<file path="src/rtl/des_key_sched_ctrl.sv">
// DES key schedule sequencer: PC-1 once, then an iterative C/D rotation walk
// that streams PC-2 subkeys K1..K16 (or K16..K1) over a valid/ready handshake.
module des_key_sched_ctrl (
    input  logic        clk,
    input  logic        rst,
    input  logic        start,
    input  logic [1:64] key,
    input  logic        decrypt,
    output logic        busy,
    output logic        subkey_valid,
    input  logic        subkey_ready,
    output logic [1:48] subkey,
    output logic [4:0]  subkey_idx,
    output logic        done
);

    // state | meaning
    // IDLE  | waiting for start; C/D/idx cleared
    // EMIT  | presenting PC-2(C||D) for round idx until 16 handshakes complete
    typedef enum logic {IDLE, EMIT} state_t;

    localparam logic [6:0] PC1_TAB [56] = '{
        7'd57, 7'd49, 7'd41, 7'd33, 7'd25, 7'd17, 7'd9,
        7'd1,  7'd58, 7'd50, 7'd42, 7'd34, 7'd26, 7'd18,
        7'd10, 7'd2,  7'd59, 7'd51, 7'd43, 7'd35, 7'd27,
        7'd19, 7'd11, 7'd3,  7'd60, 7'd52, 7'd44, 7'd36,
        7'd63, 7'd55, 7'd47, 7'd39, 7'd31, 7'd23, 7'd15,
        7'd7,  7'd62, 7'd54, 7'd46, 7'd38, 7'd30, 7'd22,
        7'd14, 7'd6,  7'd61, 7'd53, 7'd45, 7'd37, 7'd29,
        7'd21, 7'd13, 7'd5,  7'd28, 7'd20, 7'd12, 7'd4
    };

    localparam logic [5:0] PC2_TAB [48] = '{
        6'd14, 6'd17, 6'd11, 6'd24, 6'd1,  6'd5,
        6'd3,  6'd28, 6'd15, 6'd6,  6'd21, 6'd10,
        6'd23, 6'd19, 6'd12, 6'd4,  6'd26, 6'd8,
        6'd16, 6'd7,  6'd27, 6'd20, 6'd13, 6'd2,
        6'd41, 6'd52, 6'd31, 6'd37, 6'd47, 6'd55,
        6'd30, 6'd40, 6'd51, 6'd45, 6'd33, 6'd48,
        6'd44, 6'd49, 6'd39, 6'd56, 6'd34, 6'd53,
        6'd46, 6'd42, 6'd50, 6'd36, 6'd29, 6'd32
    };

    function automatic logic [1:56] pc1(input logic [1:64] k);
        logic [1:56] r;
        r = '0;
        for (int i = 0; i < 56; i++) r[6'(i + 1)] = k[PC1_TAB[6'(i)]];
        return r;
    endfunction

    function automatic logic [1:48] pc2(input logic [1:56] cd);
        logic [1:48] r;
        r = '0;
        for (int i = 0; i < 48; i++) r[6'(i + 1)] = cd[PC2_TAB[6'(i)]];
        return r;
    endfunction

    // Rounds 1, 2, 9 and 16 shift by one; all others by two.
    function automatic logic [1:0] rot_amt(input logic [4:0] round);
        case (round)
            5'd1, 5'd2, 5'd9, 5'd16: rot_amt = 2'd1;
            default:                 rot_amt = 2'd2;
        endcase
    endfunction

    function automatic logic [1:28] rol28(input logic [1:28] x, input logic [1:0] amt);
        return (amt == 2'd1) ? {x[2:28], x[1]} : {x[3:28], x[1:2]};
    endfunction

    function automatic logic [1:28] ror28(input logic [1:28] x, input logic [1:0] amt);
        return (amt == 2'd1) ? {x[28], x[1:27]} : {x[27:28], x[1:26]};
    endfunction

    state_t      state;
    logic [1:28] c_reg;
    logic [1:28] d_reg;
    logic [4:0]  idx;
    logic [4:0]  cnt;
    logic        dir;
    logic [1:56] key_pc1;

    assign key_pc1    = pc1(key);
    assign subkey     = pc2({c_reg, d_reg});
    assign subkey_idx = idx;

    always_ff @(posedge clk) begin
        if (rst) begin
            state        <= IDLE;
            c_reg        <= '0;
            d_reg        <= '0;
            idx          <= '0;
            cnt          <= '0;
            dir          <= 1'b0;
            busy         <= 1'b0;
            subkey_valid <= 1'b0;
            done         <= 1'b0;
        end else begin
            done <= 1'b0;
            case (state)
                IDLE: begin
                    if (start) begin
                        // Decrypt starts at K16 whose cumulative shift of 28 is the identity.
                        if (decrypt) begin
                            c_reg <= key_pc1[1:28];
                            d_reg <= key_pc1[29:56];
                            idx   <= 5'd16;
                        end else begin
                            c_reg <= rol28(key_pc1[1:28], 2'd1);
                            d_reg <= rol28(key_pc1[29:56], 2'd1);
                            idx   <= 5'd1;
                        end
                        dir          <= decrypt;
                        cnt          <= '0;
                        state        <= EMIT;
                        busy         <= 1'b1;
                        subkey_valid <= 1'b1;
                    end
                end
                EMIT: begin
                    if (subkey_valid && subkey_ready) begin
                        cnt <= cnt + 5'd1;
                        if (cnt == 5'd15) begin
                            state        <= IDLE;
                            busy         <= 1'b0;
                            subkey_valid <= 1'b0;
                            done         <= 1'b1;
                            c_reg        <= '0;
                            d_reg        <= '0;
                            idx          <= '0;
                        end else if (!dir) begin
                            c_reg <= rol28(c_reg, rot_amt(idx + 5'd1));
                            d_reg <= rol28(d_reg, rot_amt(idx + 5'd1));
                            idx   <= idx + 5'd1;
                        end else begin
                            c_reg <= ror28(c_reg, rot_amt(idx));
                            d_reg <= ror28(d_reg, rot_amt(idx));
                            idx   <= idx - 5'd1;
                        end
                    end
                end
                default: state <= IDLE;
            endcase
        end
    end

endmodule

</file>
<file path="config.mk">
export PLATFORM = sky130hd
export DESIGN_NAME = des_key_sched_ctrl
export DESIGN_NICKNAME = d
export VERILOG_FILES = /design/src/rtl/des_key_sched_ctrl.sv
export SDC_FILE = /design/constraint.sdc
export NUM_CORES = 1
export LEC_CHECK = 0
export CORE_MARGIN = 2
export CORE_UTILIZATION = 40
export CTS_CLUSTER_SIZE = 8
export DETAILED_ROUTE_END_ITERATION = 16
export GPL_TIMING_DRIVEN = 0
export PLACE_DENSITY = 0.65
export SETUP_SLACK_MARGIN = 0.3
export SLEW_MARGIN = 20
export SYNTH_ARGS = -nofsm -noshare
export SYNTH_HDL_FRONTEND = slang
export SYNTH_SLANG_ARGS = --single-unit
</file>
<file path="constraint.sdc">
create_clock -name clk -period 2.7 [get_ports clk]
set_input_delay 0.27 -clock clk [delete_from_list [all_inputs] [get_ports clk]]
set_output_delay 0.27 -clock clk [all_outputs]
set_load 0.01 [all_outputs]
</file>
# Yosys cells after proc, flatten, opt, wreduce, memory -nomap -nowiden
# Cells that the tools add are included.
# W data, S select, Z words.
[totals]
input_bits = 69
latchBits = 0
rom_bits = 0
regBits = 70
mem_bits_rw = 0
mem_count = 0
wordCells = 80
out_inout_bits = 56
[op_classes]
n_eq_ne = 14
n_div = 0
order_cmp = 0
muxes = 46
n_addsub = 3
bitwise = 2
shifts = 0
reduce_logical = 7
multipliers = 0
[ops]
columns = ["cell", "count"]
rows = [
  ["$mux W28", 14],
  ["$pmux W28 S2", 2],
  ["$mux W5", 7],
  ["$mux W2", 12],
  ["$pmux W5 S2", 2],
  ["$eq A5 B4 Y1 const B", 3],
  ["$add A5 B1 Y5 const B", 2],
  ["$eq A5 B1 Y1 const B", 2],
  ["$eq A5 B2 Y1 const B", 2],
  ["$eq A5 B5 Y1 const B", 2],
  ["$reduce_or A4 Y1", 2],
  ["$mux W1", 7],
  ["$sub A5 B1 Y5 const B", 1],
  ["$eq A2 B1 Y1 const B", 2],
  ["$ne A2 B1 Y1 const B", 2],
  ["$pmux W1 S2", 2],
  ["$reduce_and A2 Y1", 2],
  ["$reduce_and A3 Y1", 1],
  ["$reduce_or A3 Y1", 1],
  ["$ne A2 B2 Y1 const B", 1],
  ["$not A1 Y1", 2],
  ["$logic_and A1 B1 Y1", 1],
]

# Longest topological paths before layout
# Gate-level depths: netlist of the first run.
[depth]
depth_word = 15
ltp_mapped = 9

# Worst setup path after synthesis of the first run
# OpenSTA, ideal clock, no wires.
[synth_path]
path_type = "register to register"
start = "reg idx[1], in the netlist subkey_idx[1]"
end = "reg d_reg[27] (netlist name)"
setup_slack_ns = 0.483
stages_incl_launch_ff = 9
setup_ns = 0.117
required_ns = 2.583
t_arrival_ns = 2.100
path_buffers = 1
path_cell_list = "dfxtp_1 > inv_1 > ha_1 > and4b_1 > nor3b_1 > o22a_1 > buf_2 > or4_1 > a32o_1"
[synth_via]
elab_chain_len = 15
elab_cells_between_ends = 31
cone_classes = "add/sub (1); eq/ne (10); mux (18); reduce/logical (2)"
[synth_lines]
columns = ["element", "line_no", "source"]
rows = [
  ["start: declaration", "77", "logic [4:0] idx;"],
  ["start signal: assignment", "133", "idx <= idx + 5'd1;"],
  ["start signal: assignment", "137", "idx <= idx - 5'd1;"],
  ["$add A5 B1 Y5", "132", "d_reg <= rol28(d_reg, rot_amt(idx + 5'd1));"],
  ["$eq A5 B1 Y1, or another cell as far along", "60", "case (round)"],
  ["$reduce_or A4 Y1", "60", ""],
  ["$mux W2", "60", ""],
  ["$mux W2", "130", "end else if (!dir) begin"],
  ["$mux W2", "122", "if (cnt == 5'd15) begin"],
  ["$mux W2", "120", "if (subkey_valid && subkey_ready) begin"],
  ["$mux W2", "99", "case (state)"],
  ["$mux W2", "87", "if (rst) begin"],
  ["$eq A2 B1 Y1", "67", "return (amt == 2'd1) ? {x[2:28], x[1]} : {x[3:28], x[1:2]};"],
  ["$mux W28", "67", ""],
  ["$mux W28 (*)", "130", ""],
  ["$mux W28 (*)", "122", ""],
  ["$mux W28 (*)", "120", ""],
  ["$pmux W28 S2 (*)", "99", ""],
  ["end signal: assignment", "105", "d_reg <= key_pc1[29:56];"],
  ["end signal: assignment", "132", ""],
  ["end signal: assignment", "136", "d_reg <= ror28(d_reg, rot_amt(idx));"],
  ["end: declaration", "76", "logic [1:28] d_reg;"],
]
# Every way passes the cells marked *; elsewhere a longest branch is shown, timed or not. The select of a mux whose other input is x is not followed.
# A chain may end at the register's enable or synchronous reset.

# Final worst setup path of the first run
# Ends and elaborated chain as after synthesis.

==> results.toml, run 1 <==
[outcome]
run_status = "complete, no violations"

[final_layout]
num_antenna_cells = 0
n_fill_cell = 1445
final_cell_mix = "nor2_1 (193), mux2i_1 (87), clkdlybuf4s50_1 (73), dfxtp_1 (68), buf_4 (55)"
final_common_cell = "nor2_1"
syn2layout_area_growth_pct = 24.51
nets = 964
post-route-util = 0.5092
drive_above_1_share = 0.1513

[detailed_routing]
wire_per_inst_um = 16.07
first_iter_violations = 454
ant_nets = 0
drcViolationCount = 0
firstDrtPassIters = 6
routed_wl_mm = 17.30
vias = 6109
avgViaCountPerCell = 5.678

[critical_path]
worst_ep_arrival_time_ns = 2.52
r2r_end = "d_reg[27]"
worstPathCellList = "inv_1 > ha_1 > and4b_1 > nor3b_2 > o22a_1 > clkbuf_4 > or4_1 > a32o_1"
critPathSlowestCell = "or4_1"
cp.required_ns = 2.94
reg2reg_from = "subkey_idx[1]"
crit_path_max_fanout = 10
start_kind = "flip-flop"
max_stage_delay_ns = 0.48
reg2reg_slack_ns = 0.42
cp-end-kind = "flip-flop"
r2r.worst_path.cells = 8
crit_type = "flip-flop to flip-flop"

[timing]
fin_crit_ns = 2.277
skew_ns = 0.01054
fmax_ghz = 0.4391
setup_ws_ns = 0.4229
hold_ws_ns = 0.4864
min_period_over_period = 0.8434
slew_headroom = 0.5773
setup_viol = 0
hold_violations = 0
max_slew.worst_pin.slew_ns = 0.6341
rsz0062_at_grt = "no"
maxSlewViolCount = 0

[hold_path]
hold_start = "cnt[4]"
holdPathStages = 2
holdCritPathClass = "flip-flop to flip-flop"
hold_end = "cnt[4]"

[synth]
ys_ff_latch = 70
synthDistinctLibCells = 53
synth-main-ff-cell = "dfxtp_1"
synth-seq-area-share = 0.2366
syn-cell-area_um2 = 5922
synthArstFlopShare = 0
syn_inst = 784
yosysWarnings = 0
synth.avg_cell_area_um2 = 7.553
synth_edf_count = 0

[placement]
hpwl_mm = 12.27
place_worst_setup_slack_ns = -0.1922
io_buffer_count = 73
gp_congestion = 0.8646

[grt]
grt_pass1_vias = 5782
grtUsageTotal = 0.2214
grt_start_max_net_pins = 12
grt_overflow = 0
grt_pass1_wl_mm = 28.90
antenna_found_initial = 0

[cts]
cts_made_buffers = 9
htreeDepth = 3
cts_hold_buf = 0
clk_latency_ns = 0.35
clkTransAtPathRegs_ns = 0.06
cts_tree = "yes"
cts_num_sinks = 70
clock_path_buffers = 2
cts-root-buf = "clkbuf_16"

[pwr]
cellLeakagePower_nw = 2.941
power.density_nw_per_um2 = 485.8
p_total_mw = 3.582
ir_drop_v = 0.0004877

[floorplan]
io_pins = 125
core_um2 = 14480
die_x_um = 125.7
rows = 44
start_util = 0.4090
fp.dieH_um = 125.7
dieArea_um2 = 15790

[flow_run]
drv_cap = 0
## where the power goes
part           internal, mW  switching [mW]
clock network         0.667           0.468
registers              1.09           0.102
logic                 0.575           0.677
## area by class of cell
class | count | area (um2) | area share
Clock buffer | 14 | 264.0 | 0.03581
Tap cell | 184 | 230.2 | 0.03122
Inverter | 6 | 22.52 | 0.003054
Timing Repair Buffer | 77 | 760.7 | 0.1032
Buffer | 116 | 732.0 | 0.09927
Sequential cell | 70 | 1409 | 0.1911
Clock inverter | 1 | 5.005 | 0.0006788
Multi-Input combinational cell | 608 | 3950 | 0.5357
## per-layer routing
layer  track usage  part of all wire  vias up
li1              -                 -     2994
met1        0.3108              0.47     2911
met2        0.3453              0.46      178
met3       0.04545             0.054       26
met4       0.06209             0.017        0
met5             0                 0        -
## cell families (layout without fill, tap and decap cells)
family	after synthesis	after routing	share of synthesized area
AND/OR/NAND/NOR	322	322	0.2432
adder cells (fa/ha/maj)	7	7	0.01479
XOR/XNOR	1	1	0.001479
multiplexers	87	87	0.1471
flip-flops	70	70	0.2366
AO/OA/AOI/OAI	174	174	0.2375
other	1	17	0.0006332
buffers and inverters	122	214	0.1187
## worst max-delay path: cells and delay by family (launching register included)
family	cells	cell delay, ns
AO/OA/AOI/OAI	2	0.47
adder cells (fa/ha/maj)	1	0.21
buffers and inverters	2	0.29
flip-flops	1	0.41
AND/OR/NAND/NOR	3	0.80
## synthesized netlist by cell type (all sizes together) (2+ instances only)
library cell,n,area (um2)
nor2,193,724.4
mux2i,87,870.8
buf,74,523.0
dfxtp,70,1401
clkbuf,42,157.7
a21oi,38,190.2
nor3,35,175.2
a211oi,34,330.3
or3,32,200.2
a2111o,30,337.8
o21ai,30,150.1
nand3,28,140.1
a32o,24,240.2
nand2,14,52.55
ha,7,87.58
inv,6,22.52
nand2b,5,38.78
nor2b,3,18.77
o22ai,3,18.77
and3,2,12.51
nor4,2,12.51
o31ai,2,15.01
## what timing repair did
item	4_1_cts	5_1_grt
hold endpoints to repair	0	0
pin swaps	0	0
endpoints found under the setup margin	53	60
gates resized for setup	16	48
buffers inserted	0	4
## how the worst max path moves through the flow
| stage | from | endpoint | slack (ns) |
|---|---|---|---|
| after floorplan | subkey_idx[1] | d_reg[27] | 0.48 |
| after global placement | start | c_reg[6] | -0.15 |
| after detailed placement | start | d_reg[1] | -0.19 |
| after CTS | cnt[0] | d_reg[1] | 0.18 |
| after global routing | subkey_idx[1] | d_reg[27] | 0.30 |
| final | subkey_idx[1] | d_reg[27] | 0.42 |
## through the flow
stage	TNS, ns	cells	cell area (um2)
2_1_floorplan	0	800	5982
3_3_place_gp	-1.390	1057	6943
5_1_grt	0	1076	7373
3_5_place_dp	-1.783	1057	6943
4_1_cts	0	1072	7238
6_report	0	1076	7373
Power figures use the tool's default switching activity.
==> run 2, diff against run 1 <==
Settings changed: PLACE_DENSITY 0.65 to 0.68.
Clock period 2.7 ns to 1.8 ns, I/O delays scaled along.
==> run 2 against run 1 <==
Effect of this change: the flow now finishes with violations (negative setup slack); maximum frequency rose by 6.4%; flip-flop and latch count did not move; critical path depth did not move; clock power rose by 77%; non-clock buffer count rose by 28; global-route usage rose by 0.35 points; hold slack got worse by 0.072 ns; final area rose by 14%; routed wire length rose by 7.1%; first-iteration DRC count fell by 15%.
==> results.toml, run 2 (synthesis results as in run 1) <==
[pwr]
power.density_nw_per_um2 = 718.1
p_total_mw = 6.059
ir_drop_v = 0.0006228
cellLeakagePower_nw = 3.450

[placement]
hpwl_mm = 12.31
io_buffer_count = 73
dp_cells = 1057
placed_cell_area_um2 = 7136
gp_congestion = 0.8463

[grt]
grt_pass1_vias = 5892
busiest_layer = "met2"
antenna_found_initial = 0
grtUsageTotal = 0.2249
grt_overflow = 0
grt_start_max_net_pins = 12
met2_usage = 0.3682
grtUsageMet1 = 0.3118
grt.met3_usage = 0.02549
grt_pass1_wl_mm = 29.60

[final_layout]
final_cell_mix = "nor2_1 (189), mux2i_1 (78), buf_4 (73), clkdlybuf4s50_1 (44), nor3_1 (33)"
final_cells = 1105
final_common_cell = "nor2_1"
finish.instance_area_um2 = 8437
drive_above_1_share = 0.3040
syn2layout_area_growth_pct = 42.47
num_antenna_cells = 0
n_fill_cell = 1270
nets = 992

[timing]
fmax_ghz = 0.4672
rsz0062_at_grt = "yes"
hold_violations = 0
setup_viol = 56
min_period_over_period = 1.189
maxSlewViolCount = 0
hold_ws_ns = 0.4142
slew_headroom = 0.5920
setup_ws_ns = -0.3402
skew_ns = 0.007620
fin_crit_ns = 2.140
max_slew.worst_pin.slew_ns = 0.6120

[critical_path]
crit_type = "flip-flop to flip-flop"
crit_path_max_fanout = 6
cp-end-kind = "flip-flop"
cp.required_ns = 2.03
worst_ep_arrival_time_ns = 2.37
start_kind = "flip-flop"

[cts]
htreeDepth = 3
cts-root-buf = "clkbuf_16"
cts_tree = "yes"
clock_path_buffers = 2
cts_hold_buf = 0
clkTransAtPathRegs_ns = 0.06
cts_num_sinks = 70
cts_made_buffers = 9
clk_latency_ns = 0.34

[floorplan]
start_util = 0.4090
fp.dieH_um = 125.7
dieArea_um2 = 15790
rows = 44
core_um2 = 14480
die_x_um = 125.7
io_pins = 125

[detailed_routing]
drcViolationCount = 0
vias = 6301
avgViaCountPerCell = 5.702
ant_nets = 0
first_iter_violations = 384
routed_wl_mm = 18.52
firstDrtPassIters = 5
wire_per_inst_um = 16.76

[outcome]
violations = "negative setup slack"
run_status = "finished, violations left"

[hold_path]
holdCritPathClass = "input port to flip-flop"

[flow_run]
drv_cap = 0
## run 2: path summary, 6_finish.rpt
path,startpoint,endpoint,slack (ns),depth (start not counted)
worst max-delay path,subkey_idx[1],d_reg[27],-0.34,8
worst max register to register,subkey_idx[1],d_reg[27],-0.34,8
worst min register to register,cnt[4],cnt[4],0.50,2
worst min-delay path,decrypt,dir,0.41,4
## run 2: worst max-delay path, cell delays in order (launching register included)
cell and delay, ns:
dfxtp_4 0.40, inv_4 0.06, ha_4 0.17, and4b_1 0.29, nor3b_4 0.07, o22a_2 0.27
buf_6 0.15, or4_4 0.40, a32o_1 0.23
## run 2: report_power, final
group / total (mW) / switching, mW / internal [mW]
clock network: 2.00 / 0.732 / 1.27
registers: 1.80 / 0.153 / 1.65
logic: 2.26 / 1.16 / 1.10
## run 2: metal layers
layer | share of wire | vias up | wire length [um]
met5 | 0 | - | 0
met4 | 0.013 | 0 | 245
met3 | 0.048 | 17 | 880
met2 | 0.48 | 193 | 8848
met1 | 0.46 | 3031 | 8541
li1 | - | 3060 | -
## run 2: timing repair
action,CTS,global route
setup endpoints to repair,102,77
gates resized for setup,165,93
pin swaps,35,22
setup buffers,16,10
cloned,5,1
## run 2: final cells by class
class	instances	area, um2	share of cell area
buffer	116	932.1	0.1105
clock buffer	14	295.3	0.03500
clock inverter	2	35.03	0.004152
inverter	6	27.53	0.003263
multi-input combinational	608	4363	0.5171
sequential	70	1515	0.1796
tap	184	230.2	0.02729
timing repair buffer	105	1039	0.1231
## run 2: per-stage QoR
| step | util | TNS [ns] | setup slack [ns] |
|---|---|---|---|
| global route | 0.5827 | -20.03 | -0.4191 |
| detailed placement | 0.4928 | -38.00 | -0.8717 |
| CTS | 0.5552 | -15.78 | -0.3397 |
| global placement | 0.4928 | -38.09 | -0.8586 |
| floorplan | - | -6.330 | -0.2108 |
| finish | 0.5827 | -15.17 | -0.3402 |
==> run 3, diff against run 2 <==
Settings changed: ABC_AREA set to 1, PLACE_DENSITY 0.68 to 0.69.
==> run 3 against run 2 <==
Effect of this change: clock power fell by 14%; clock-buffer cell count is 2 lower; sequential power barely moved; highest routed layer unchanged; flip-flop and latch count is the same; the flow still finishes with violations (negative setup slack); die area is 6.9% lower; critical path depth up 2; combinational power rose by 13%; global-route usage is 3.5 points higher.
==> results.toml, run 3 <==
[grt]
grtUsageTotal = 0.2598
grt_pass1_vias = 5884
grt_overflow = 0
grt_pass1_wl_mm = 30.42
antenna_found_initial = 0
grt_start_max_net_pins = 12

[synth]
ys_ff_latch = 70
synth.avg_cell_area_um2 = 6.331
synth_mux_area_frac = 0
yosysMostFrequentCell = "nand2_1"
synth-compound-area-share = 0.2465
synth-main-ff-cell = "dfxtp_1"
yosysWarnings = 0
yosys.area.top_type = "dfxtp_1"
syn-cell-area_um2 = 5502
synthDistinctLibCells = 34
synth_xor_area_frac = 0.004549
synth.area.top_cells = "dfxtp_1 (25%), nand2_1 (15%), nand3_1 (11%)"
yosys.area_share.simple = 0.3041
syn_inst = 869
synth_top_family_by_area = "simple AND/OR/NAND/NOR gates"
synth_edf_count = 0
synth-seq-area-share = 0.2547
synth_fa_ha_area_frac = 0.01592
synth_commonest_cells = "nand2_1 (213), nand3_1 (120), a21oi_1 (94)"
synthArstFlopShare = 0
synth_top_cell_area_share = 0.2547

[floorplan]
die_x_um = 121.3
rows = 42
fp.dieH_um = 121.3
dieArea_um2 = 14710
start_util = 0.4122
io_pins = 125
core_um2 = 13350

[final_layout]
syn2layout_area_growth_pct = 41.41
drive_above_1_share = 0.2772
final_common_cell = "nand2_1"
num_antenna_cells = 0
post-route-util = 0.5829
final_cell_mix = "nand2_1 (190), nand3_1 (105), a21oi_1 (82), buf_4 (72), o21ai_0 (43)"
nets = 1074

[detailed_routing]
firstDrtPassIters = 6
routed_wl_mm = 19.09
avgViaCountPerCell = 5.598
first_iter_violations = 705
drcViolationCount = 0
ant_nets = 0
wire_per_inst_um = 16.19
vias = 6600

[pwr]
p_sw_mw = 2.241
sequentialPowerShare = 0.298
p_comb_frac = 0.418
p_clk_frac = 0.284
p_int_mw = 3.853
switching_share = 0.3677
power.density_nw_per_um2 = 783.3
ir_drop_v = 0.0005319
p_total_mw = 6.094
cellLeakagePower_nw = 3.286

[timing]
hold_ws_ns = 0.4924
hold_violations = 0
setup_tns_ns = -1.878
max_slew.worst_pin.slew_ns = 0.7192
setup_viol = 52
rsz0062_at_grt = "yes"
min_period_over_period = 1.059
slew_headroom = 0.5205
fin_crit_ns = 1.906
maxSlewViolCount = 0
fmax_ghz = 0.5247
skew_ns = 0.007796
setup_ws_ns = -0.1057

[hold_path]
holdCritPathClass = "flip-flop to flip-flop"

[outcome]
violations = "negative setup slack"
run_status = "finished, violations left"

[cts]
clock_path_buffers = 2
cts-root-buf = "clkbuf_16"
cts_num_sinks = 70
cts_tree = "yes"
cts_hold_buf = 0
htreeDepth = 3
clk_latency_ns = 0.35
cts_made_buffers = 9
clkTransAtPathRegs_ns = 0.06

[critical_path]
start_kind = "flip-flop"
crit_path_max_fanout = 10
worst_ep_arrival_time_ns = 2.18
cp.required_ns = 2.07
cp-end-kind = "flip-flop"
crit_type = "flip-flop to flip-flop"

[placement]
gp_congestion = 0.9160
io_buffer_count = 74
hpwl_mm = 12.90

[flow_run]
drv_cap = 0
==> run 3: cell types whose count changed in the layout (fill, tap and decap cells not counted), sizes merged, moves of 29 or more <==
| cell | before | now |
|---|---|---|
| a21oi | 38 | 102 |
| nor2 | 193 | 10 |
| a211oi | 34 | 1 |
| nand3 | 28 | 121 |
| inv | 6 | 51 |
| or3 | 32 | 0 |
| a221oi | 1 | 30 |
| nand2 | 14 | 215 |
| mux2i | 87 | 0 |
| o21ai | 30 | 74 |
| nor3 | 35 | 6 |
| a2111o | 30 | 0 |
==> run 3: stage by stage <==
| stage | instances | worst slack (ns) | instance area [um2] |
|---|---|---|---|
| 6_report | 1179 | -0.1057 | 7780 |
| 4_1_cts | 1169 | -0.01868 | 7508 |
| 5_1_grt | 1179 | -0.1562 | 7780 |
| 3_5_place_dp | 1135 | -0.3874 | 6636 |
| 2_1_floorplan | 885 | 0.1717 | 5675 |
| 3_3_place_gp | 1135 | -0.3708 | 6636 |
==> run 3: power by group through the flow <==
| stage | Combinational (mW) | Clock, mW | Sequential [mW] |
|---|---|---|---|
| floorplan | 1.42 | 0 | 1.78 |
| global placement | 2.03 | 0 | 1.83 |
| detailed placement | 2.05 | 0 | 1.83 |
| CTS | 2.33 | 1.76 | 1.81 |
| global route | 2.73 | 1.83 | 1.83 |
| finish | 2.55 | 1.73 | 1.82 |
==> run 3: critical path, cell delays in order, from the launching register on <==
cell	delay, ns
dfxtp_4	0.38
inv_2	0.09
ha_2	0.21
a21oi_4	0.04
o21ai_4	0.29
buf_6	0.20
buf_6	0.15
nand2_1	0.08
a31oi_2	0.21
nand2_1	0.07
a21oi_1	0.11
==> run 3: repair_timing <==
item                       4_1_cts  5_1_grt
resized for setup              192       62
setup buffers                   14        9
cloned                           4        1
setup endpoints to repair      102       70
pin swaps                       17       20
==> run 3: worst paths after layout <==
path	to	depth (start not counted)	start	slack (ns)
worst max register to register	d_reg[4]	10	subkey_idx[1]	-0.11
worst min-delay path	d_reg[24]	2	d_reg[24]	0.49
worst max-delay path	d_reg[4]	10	subkey_idx[1]	-0.11
worst min register to register	d_reg[24]	2	d_reg[24]	0.49
==> run 3: routing by layer <==
| metal | vias up | wire length [um] | GRT usage | part of all wire |
|---|---|---|---|---|
| li1 | 3168 | - | - | - |
| met1 | 3065 | 8316 | 0.3563 | 0.44 |
| met2 | 324 | 8456 | 0.3964 | 0.44 |
| met3 | 43 | 1895 | 0.07143 | 0.099 |
| met4 | 0 | 417 | 0.07974 | 0.022 |
| met5 | - | 0 | 0 | 0 |
==> run 3: layout make-up <==
cell class	count	area [um2]
repair buffers	102	994.7
well taps	176	220.2
multi-input cells	641	3563
fillers	1274	5568
clock buffers	12	266.5
inverters	53	214.0
plain buffers	121	982.2
flip-flops and latches	70	1519
clock inverters	4	20.02
==> run 3: cell families after synthesis <==
logic type,count (synthesis)
AO/OA/AOI/OAI,234
XOR/XNOR,2
adder cells (fa/ha/maj),7
buffers and inverters,174
flip-flops,70
other,1
AND/OR/NAND/NOR,381
==> edit 1, RTL diff (config.mk and constraints of run 3) <==
Reset style: asynchronous (`rst`), changed in one clocked block.
--- a/src/rtl/des_key_sched_ctrl.sv
+++ b/src/rtl/des_key_sched_ctrl.sv
@@ -85,3 +85,3 @@
 
-    always_ff @(posedge clk) begin
+    always_ff @(posedge clk or posedge rst) begin
         if (rst) begin
Behaviour: differs if rst is asserted again (counterexample within 4 cycles, from zero or initial values and one cycle with rst high); with rst held inactive, the same outputs for 4 cycles.
==> edit 1 against run 3 <==
- the run still ends with setup timing left
- synthesized area is 0.34% lower
- wire length fell by 3.1%
- sequential cell count is the same
- critical path depth increased by 3
- final area increased by 4.4%
- worst setup slack lost 0.072 ns
- hold slack worse by 0.26 ns
- critical path type unchanged
Power is not compared: it rests on default switching activity, and its combinational part moved more than twofold at a synthesized area within 25%.
==> edit 1: results (changes against run 3) <==
status finished, violations left (unchanged); failing checks setup timing (unchanged); critical path arrival 2.22 ns (was 2.18 ns); CP max stage cell dfrtp_2 (was dfxtp_4); number of fill cells 1215 (was 1274); Post-synth ARST share 1.00 (was 0); largest cells by area after synthesis dfrtp_1 32%, nand2_1 17%, nand3_1 11% (was dfxtp_1 25%, nand2_1 15%, nand3_1 11%); Rel. slew slack 0.627 (was 0.521); clock-cell share of area 0.0427 (was 0.0368); first-pass GRT wire length 29100 um (was 30400 um); Multi-input gate area 0.00348 mm^2 (was 0.00356 mm^2); grt met1 use 0.337 (was 0.356); worst setup margin -0.178 ns (was -0.106 ns); met2 WL 8930 um (was 8460 um); Finish-stage setup viols 56 (was 52); wire length per cell 15.8 um (was 16.2 um); slowest stage delay, CP 0.49 ns (was 0.38 ns); setup TNS -6.75 ns (was -1.88 ns); non-clk buf share 0.260 (was 0.254); vias in the first global route 5767 (was 5884); layout cells sized above 1 0.307 (was 0.277); wl on met1 7870 um (was 8320 um); DRT Pass-1 Iters 5 (was 6); nets 1065 (was 1074); Overall Global Routing Usage 0.246 (was 0.260); multi-input gates 625 (was 641); top post-synthesis cells by count 250 x nand2_1, 123 x nand3_1, 77 x a21oi_1, 70 x dfrtp_1, 54 x buf_4 (was 213 x nand2_1, 120 x nand3_1, 94 x a21oi_1, 70 x dfxtp_1, 59 x buf_4); Non-CTS inverters 42 (was 53); number of non-clock buffers 241 (was 223); initial DRC count 578 (was 705); Hold Path Class in -> async (was reg -> reg); sequential element share of the synthesized area 0.319 (was 0.255); Routed met3 length 1320 um (was 1900 um)
==> edit 1: changes by cell type in the layout (fill, tap and decap cells not counted), sizes merged, moves of 21 or more <==
cell,run 3,this run
nor2,10,46
nand2,215,253
a31oi,25,4
buf,111,139
o21ai,74,53
dfrtp,0,70
a21oi,102,77
dfxtp,70,0
or2,24,0
==> edit 1: final timing paths <==
kind	from	endpoint	slack, ns	cells past startpoint
max in group asynchronous	rst	c_reg[17]	1.02	3
min	rst	d_reg[23]	0.24	2
max reg2reg	subkey_idx[0]	d_reg[27]	-0.18	13
min in group clk	start	state	0.45	3
max	subkey_idx[0]	d_reg[27]	-0.18	13
min reg2reg	d_reg[17]	d_reg[17]	0.52	2
==> edit 1: cell families after synthesis <==
logic type / share of synthesized area
AOI/OAI and AO/OA: 0.179
and+or+nand+nor: 0.329
buffers and inverters: 0.151
DFF: 0.319
adders and majority gates: 0.0160
other: 0.000684
xor gates and xnor gates: 0.00320
muxes: 0.00183
==> edit 1: report_power, final <==
part	internal (W)	switching (W)	leakage, nW	total, W
sequential	0.00228	0.000701	0.781	0.00298
combinational	0.00506	0.00652	2.94	0.0116
clock	0.00136	0.000768	0.170	0.00213
==> edit 1: metrics by stage <==
stage | utilization | std cells | setup WS (ns) | power (W)
CTS | 0.569 | 1159 | -0.0959 | 0.0152
finish | 0.611 | 1170 | -0.178 | 0.0167
global placement | 0.496 | 1095 | -0.327 | 0.0116
global route | 0.611 | 1170 | -0.237 | 0.0179
detailed placement | 0.499 | 1097 | -0.375 | 0.0118
floorplan | - | 845 | 0.0871 | 0.00917
==> edit 2, RTL diff (config.mk and constraints of run 3) <==
Without the edit above. Register the inputs `key` and `subkey_ready` before use, with the module's reset. The logic sees them one clock later. The other inputs are not delayed to match.
--- a/src/rtl/des_key_sched_ctrl.sv
+++ b/src/rtl/des_key_sched_ctrl.sv
@@ -43,2 +43,15 @@
 
+    logic [1:64] key_q;
+    logic subkey_ready_q;
+
+    always_ff @(posedge clk) begin
+        if (rst) begin
+            key_q          <= '0;
+            subkey_ready_q <= '0;
+        end else begin
+            key_q          <= key;
+            subkey_ready_q <= subkey_ready;
+        end
+    end
+
     function automatic logic [1:56] pc1(input logic [1:64] k);
@@ -81,3 +94,3 @@
 
-    assign key_pc1    = pc1(key);
+    assign key_pc1    = pc1(key_q);
     assign subkey     = pc2({c_reg, d_reg});
@@ -119,3 +132,3 @@
                 EMIT: begin
-                    if (subkey_valid && subkey_ready) begin
+                    if (subkey_valid && subkey_ready_q) begin
                         cnt <= cnt + 5'd1;
Behaviour: not the same (Yosys sat finds a counterexample within 4 cycles, from zero or initial values and one cycle with rst high).
==> edit 2 against run 3 <==
- the run still ends with setup timing left
- combinational power fell by 6%
- power grew 14%
- wire length grew 4.0%
- worst setup slack better by 0.028 ns
- sequential cell count rose by 32
- synthesized area increased by 12%
- count of clock-buffer cells in the layout down 2
- clock power increased by 14%
- final area rose by 14%
- sequential share of layout area up 4.7 points
- critical endpoint is now c_reg[5]
- largest cell class unchanged
==> edit 2: results (changes against run 3) <==
via density per instance 5.37 (was 5.60); setup TNS -1.18 ns (was -1.88 ns); total vias in the final route 6891 (was 6600); Leakage 4.14 nW (was 3.29 nW); Root Buffer clkbuf_16 (unchanged); post-DP HPWL 12500 um (was 12900 um); first-pass GRT wire length 30900 um (was 30400 um); critical path startpoint subkey_idx[0] (was subkey_idx[1]); Finish-stage setup viols 47 (was 52); failing checks setup timing (unchanged); global placement routability congestion 0.885 (was 0.916); largest net degree at the start of global routing 20 (was 12); Sw Share 0.358 (was 0.368); buffers added on ports 74 (unchanged); Worst-path clk slew 0.07 ns; Rel. slew slack 0.527 (was 0.521); Post-synth ARST share 0 (unchanged); Most used DFF post-synth dfxtp_1 (unchanged); max reg flops 31; YS warnings 0 (unchanged); Critical Path End c_reg[5] (was d_reg[4]); sequential element share of the synthesized area 0.331 (was 0.255); vias in the first global route 6138 (was 5884); CTS Buf Count 9 (unchanged); top post-synthesis cells by count 208 x nand2_1, 122 x o21ai_0, 102 x dfxtp_1, 88 x inv_1, 86 x a21oi_1 (was 213 x nand2_1, 120 x nand3_1, 94 x a21oi_1, 70 x dfxtp_1, 59 x buf_4); critical path arrival approximately 2.2 ns; Clock Latency Late Sink 0.37 ns (was 0.35 ns); maximum vdd drop 0.510 mV (was 0.532 mV); unique cell type count in the Yosys netlist 32 (was 34); Crit Path Max Fanout 5 (was 10); Overall Global Routing Usage 0.233 (was 0.260); H-tree levels 3 (unchanged); initial DRC count 653 (was 705); nets 1167 (was 1074); Placed Area 0.00731 mm^2 (was 0.00664 mm^2); wire length per cell 15.5 um (was 16.2 um); number of fill cells 1402 (was 1274); status finished, violations left (unchanged); deepest clock path buffer count 2 (unchanged); Worst Skew 0.0105 ns (was 0.00780 ns); largest cells by area after synthesis dfxtp_1 33%, nand2_1 13%, o21ai_0 9.9% (was dfxtp_1 25%, nand2_1 15%, nand3_1 11%); worst setup margin -0.0780 ns (was -0.106 ns); initial antenna violation count 0 (unchanged); Ant. Diodes 0 (unchanged); R2R depth 10 (unchanged); layout cells sized above 1 0.306 (was 0.277); Hold Path Class in -> reg (was reg -> reg); DRT Pass-1 Iters 5 (was 6); top-count cell post-synth nand2_1 (unchanged)
-- edit 2: changes by cell type in the layout (fill, tap and decap cells not counted), moves of 9 or more --
cell and delta:
a221oi_1 -14, a221oi_2 +15, a31oi_1 -9, buf_4 +16
buf_6 +10, dfxtp_1 +34, inv_1 +39, nand2_1 -21
nand2_2 +11, nand3_1 -52, nor2_1 +32, o21ai_0 +35
o21ai_1 +21, or2_1 -24
-- edit 2: how the worst min path moves through the flow --
stage,from,to,slack [ns],cells after the start
after floorplan,key[10],key_q[10],0.29,2
after global placement,cnt[3],cnt[3],0.45,2
after detailed placement,d_reg[11],d_reg[11],0.48,2
after CTS,key[19],key_q[19],0.32,3
after global routing,key[34],key_q[34],0.33,3
final,key[27],key_q[27],0.33,3
-- edit 2: final cells by class --
type                       count  area, um^2  share of cell area
multi-input combinational    643        3720               0.419
sequential                   102        2150               0.242
timing repair buffer         124        1210               0.136
buffer                       117         885              0.0997
inverter                      94         383              0.0432
tap                          188         235              0.0265
clock buffer                  10         229              0.0258
clock inverter                 6        60.1             0.00677
-- edit 2: kinds of logic after synthesis --
logic type      synth area share
buf+inv                    0.173
compound gates             0.246
xor+xnor                 0.00142
simple gates               0.234
other cells             0.000608
fa+ha+maj                 0.0142
flops                      0.331
-- edit 2: critical path, cell delays in order (launching register included) --
cell and delay (ns):
dfxtp_4 0.39, buf_6 0.13, ha_4 0.16, a21oi_4 0.13, o21ai_4 0.10, buf_6 0.16
buf_8 0.13, or2_0 0.21, a31oi_2 0.17, nand2_1 0.11, a21oi_2 0.12
-- edit 2: metrics by stage --
stage / setup WS, ns / cells
floorplan: 0.189 / 955
global placement: -0.423 / 1217
detailed placement: -0.452 / 1217
CTS: -0.0123 / 1272
global route: -0.171 / 1284
finish: -0.0780 / 1284
-- edit 2: power by group through the flow --
stage          clock [W]  sequential, W  combinational (W)
5_1_grt          0.00209        0.00257            0.00260
6_report         0.00197        0.00255            0.00240
3_3_place_gp           0        0.00259            0.00176
3_5_place_dp           0        0.00259            0.00178
2_1_floorplan          0        0.00254            0.00124
4_1_cts          0.00199        0.00254            0.00210
-- edit 2: metal layers --
metal	up-vias	global-route usage	wire length [um]
met1	3191	0.305	8500
li1	3373	-	-
met5	-	0	0
met2	289	0.383	9650
met3	38	0.0455	1260
met4	0	0.0821	441
-- edit 2: what timing repair did --
| action | in CTS | in global routing |
|---|---|---|
| gates resized for setup | 197 | 152 |
| setup buffers | 34 | 11 |
| setup endpoints to repair | 102 | 77 |
| cloned | 5 | 1 |
| pin swaps | 19 | 28 |
